**src/rtl/raf_job_ctrl.sv**
```systemverilog
// Job sequencer: header read from the FIFO, then N payload bytes handed to the worker.
// Latency 3N+3 cycles start->done; worker backpressure holds PAY_HOLD, FIFO empty stalls reads.
module raf_job_ctrl #(
    parameter int W = 8
) (
    input  logic         CLK,
    input  logic         RST,
    input  logic         start,
    input  logic         abort,
    input  logic         empty,
    input  logic [W-1:0] q,
    output logic         rdreq,
    output logic [W-1:0] bc,
    output logic         Enwrk,
    output logic [W-1:0] dout,
    output logic         dvalid,
    input  logic         dready,
    output logic         busy,
    output logic         done
);

    typedef enum logic [2:0] {
        S_IDLE,
        S_HDR_RD,
        S_HDR_WAIT,
        S_PAY_RD,
        S_PAY_WAIT,
        S_PAY_HOLD,
        S_DONE
    } state_t;

    state_t         state_q, state_d;
    logic [W-1:0]   bc_q, bc_d;
    logic [W-1:0]   dout_q, dout_d;
    logic [W-1:0]   cnt_q, cnt_d;
    logic           rd_phase;

    always_ff @(posedge CLK) begin
        if (RST) begin
            state_q <= S_IDLE;
            bc_q    <= '0;
            dout_q  <= '0;
            cnt_q   <= '0;
        end else begin
            state_q <= state_d;
            bc_q    <= bc_d;
            dout_q  <= dout_d;
            cnt_q   <= cnt_d;
        end
    end

    always_comb begin
        state_d  = state_q;
        bc_d     = bc_q;
        dout_d   = dout_q;
        cnt_d    = cnt_q;
        rd_phase = (state_q == S_HDR_RD) || (state_q == S_PAY_RD);
        busy     = (state_q != S_IDLE);
        // abort kills the handshakes in the same cycle it is seen
        rdreq    = rd_phase && !empty && !abort;
        dvalid   = (state_q == S_PAY_HOLD) && !abort;
        Enwrk    = (state_q == S_PAY_RD) || (state_q == S_PAY_WAIT) ||
                   (state_q == S_PAY_HOLD);
        done     = (state_q == S_DONE) && !abort;

        if (busy && abort) begin
            state_d = S_IDLE;
        end else begin
            case (state_q)
                S_IDLE:     if (start && !abort) state_d = S_HDR_RD;
                S_HDR_RD:   if (rdreq) state_d = S_HDR_WAIT;
                S_HDR_WAIT: begin
                    bc_d    = q;
                    cnt_d   = q;
                    state_d = (q == '0) ? S_DONE : S_PAY_RD;
                end
                S_PAY_RD:   if (rdreq) state_d = S_PAY_WAIT;
                S_PAY_WAIT: begin
                    dout_d  = q;
                    state_d = S_PAY_HOLD;
                end
                S_PAY_HOLD: begin
                    // leaving at cnt==1 keeps the counter from ever wrapping
                    if (dready) begin
                        cnt_d   = cnt_q - W'(1);
                        state_d = (cnt_q == W'(1)) ? S_DONE : S_PAY_RD;
                    end
                end
                S_DONE:     state_d = S_IDLE;
                default:    state_d = S_IDLE;
            endcase
        end
    end

    assign bc   = bc_q;
    assign dout = dout_q;

endmodule

```
**config.mk**
```make
export PLATFORM = sky130hd
export DESIGN_NAME = raf_job_ctrl
export DESIGN_NICKNAME = d
export VERILOG_FILES = /design/src/rtl/raf_job_ctrl.sv
export SDC_FILE = /design/constraint.sdc
export NUM_CORES = 1
export LEC_CHECK = 0
export ABC_AREA = 1
export CAP_MARGIN = 40
export CORE_UTILIZATION = 45
export DETAILED_ROUTE_END_ITERATION = 6
export GPL_TIMING_DRIVEN = 1
export PLACE_DENSITY = 0.74
export SKIP_CTS_REPAIR_TIMING = 1
export SYNTH_ARGS = -nofsm -noshare
export SYNTH_HDL_FRONTEND = slang
export SYNTH_SLANG_ARGS = --single-unit
export TNS_END_PERCENT = 30
```
**constraint.sdc**
```tcl
create_clock -name CLK -period 2.7 [get_ports CLK]
set_input_delay 0.405 -clock CLK [delete_from_list [all_inputs] [get_ports CLK]]
set_output_delay 0.405 -clock CLK [all_outputs]
set_load 0.05 [all_outputs]
```
==> summary.txt, run 1 <==
Die Wd = 58.7 µm
PD cells = 515 nW/µm²
Layout Nets = 259
Grt ovf = 0
Post-route setup TNS = 0 ps
Clock skew = 1.83 ps
CTS buffer count = 3
Max incr delay on CP = 790 ps
Clk pin slew, worst setup/hold paths = 150 ps
Via density per instance = 4.83
RSZ-0062 raised after global routing = no
H-tree depth = 1
Routed length per instance = 11.3 µm
Critical-path cell list = inv_2, nand2_1, nor2_4, a21oi_1, nand2_1, clkdlybuf4s50_1
Final Cycle Share = 0.937
GRT Util Overall = 0.207
Pwr Total = 942 µW
Via Count = 1,381
Max Cap Viol = 0
Synth Register Bits = 27
Hold Crit Class = reg2reg
Met2 capacity usage during global routing = 0.344
Top Usage Layer GRT = met2
Final setup fails = 0
Final hold violation count = 0
DRT Pass-1 Iters = 4
RD Place Congestion = 0.824
Critical Path Start Type = register
Synth unique cells = 27
Syn nets = 226
Synthesized area = 1450 µm²
Tmin final = 2530 ps
Status = finished, final reports clean
Crit. path cell count = 6
Clock sink count = 27
Crit-path leading delay family = buffers and inverters
Share of post-route cells with drive strength above 1 = 0.103
Slew HR = 0.656
Clk_lat worst skew = 330 ps
Crit path buffers/inverters = 2
Mean Syn Cell Area = 6.89 µm²
Critical Path RT = 2300 ps
Die ar. = 3450 µm²
Critical Path End Type = primary output
Peak supply drop = 0.000389 V
Cells after synthesis = 210
Grt met3 use = 0.0549
Root buffer cell = clkbuf_4
IO Pins = 35
DRT Wirelength = 3250 µm
Fmax = 395 MHz
Final core occ = 0.599
Remaining DRCs = 0
CORE AREA = 3050 µm²
Starting Density = 0.474
Final Slew Violations = 0
Crit-path most repeated cell = nand2_1
Worst EP arrival = 2120 ps
Diode count = 0
CP max-delay cell = clkdlybuf4s50_1
Crit path kind = reg2out
Register area share after synthesis = 0.373
PortBufs = 34
Met1 Usage GRT = 0.277
Leakage Power = 0.000732 µW
Std-Cell Rows = 20
First DRT Iteration DRCs = 59
First-pass GRT wire length = 5540 µm
Hold depth = 2
Crit Path Max Fanout = 10
Largest net degree at the start of global routing = 17
CTS Buffer Depth = 2
Vias in the first global route = 1,287
CTS tree = yes
Worst r2r path cells = 8
Chip Height = 58.7 µm
Final HPWL DP = 2480 µm
Initial antenna violation count = 0
Syn. warnings = 0
Reg2Reg Setup Slack = 1220 ps
Synth-to-Final Area Change = 26.3%
ANT nets after route = 0
Slew at the pin closest to its max-slew limit = 514 ps
[layout by cell type, fill, tap and decap left out, drive strengths merged]
cell type	synthesis	layout
dfxtp	27	27
clkinvlp	0	1
clkbuf	2	3
nand3b	1	1
nor2	31	31
a21oi	26	26
ha	2	2
buf	5	3
nor4	1	1
nor3	2	2
inv	24	24
clkdlybuf4s50	0	32
nand2	47	47
nand3	17	17
nand4	2	2
o21ai	22	22
o22ai	1	1
[cell families (layout without fill, tap and decap cells)]
family                     Yosys count  count (layout)  synth area share
DFF                                 27              27             0.373
adders and majority gates            2               2            0.0173
buffers and inverters               31              63            0.0968
and+or+nand+nor                    101             101             0.337
AOI/OAI and AO/OA                   49              49             0.175
[metrics by stage]
stage | hold slack [ps] | worst slack [ps] | instances | cell area (µm²)
after CTS | 479 | 167 | 286 | 1830
after floorplan | 447 | 319 | 210 | 1450
final | 474 | 171 | 286 | 1830
after detailed placement | 453 | 425 | 282 | 1800
after global routing | 490 | 54.9 | 286 | 1830
after global placement | 454 | 449 | 282 | 1800
[power breakdown]
group	internal, µW	switching (µW)
combinational	106	207
sequential	424	22.3
clock	56.8	126
total	586	355
[per-layer routing]
| metal | part of all wire | up-vias |
|---|---|---|
| li1 | - | 746 |
| met1 | 0.51 | 606 |
| met3 | 0.048 | 2 |
| met2 | 0.43 | 27 |
| met5 | 0 | - |
| met4 | 0.0040 | 0 |
[flip-flops by register name (all words and copies together), names as in the netlist]
name / cells
bc: 8
state_q: 3
dout: 8
cnt_q: 8
[area by class of cell]
cell class,instances,area (µm²)
inverter,24,92.6
clock inverter,1,7.51
clock buffer,3,22.5
timing repair buffer,35,343
fill,291,1220
tap,44,55.1
sequential,27,541
multi-input combinational,152,767
[Yosys cell counts (all sizes together)]
cell | number | area share
nor2 | 31 | 0.092
buf | 5 | 0.028
dfxtp | 27 | 0.37
ha | 2 | 0.017
nand2 | 47 | 0.14
nor4 | 1 | 0.0043
o22ai | 1 | 0.0043
nor3 | 2 | 0.0069
o21ai | 22 | 0.079
clkbuf | 2 | 0.0052
nand3b | 1 | 0.0052
inv | 24 | 0.064
nand3 | 17 | 0.083
nand4 | 2 | 0.0086
a21oi | 26 | 0.092
[worst paths after layout]
kind / to / start
worst max-delay path: Enwrk / state_q[1]
worst min-delay path: dout[4] / dout[4]
worst max register to register: cnt_q[2] / state_q[1]
worst min register to register: dout[4] / dout[4]
[worst reg2reg max path, cell delays in order (launching register included)]
cell	delay (ps)
dfxtp_1	390
inv_2	120
nand3_4	160
inv_4	190
nand2_8	80
nand3_4	150
inv_1	110
a21oi_1	140
nor2_1	60
Note: power is estimated with default switching activity, not from simulation.
==> run 2: changes to the inputs <==
- SKIP_LAST_GASP: default -> 1
==> results of run 2 <==
The final DEF is identical to that of run 1; final timing and power are the same.
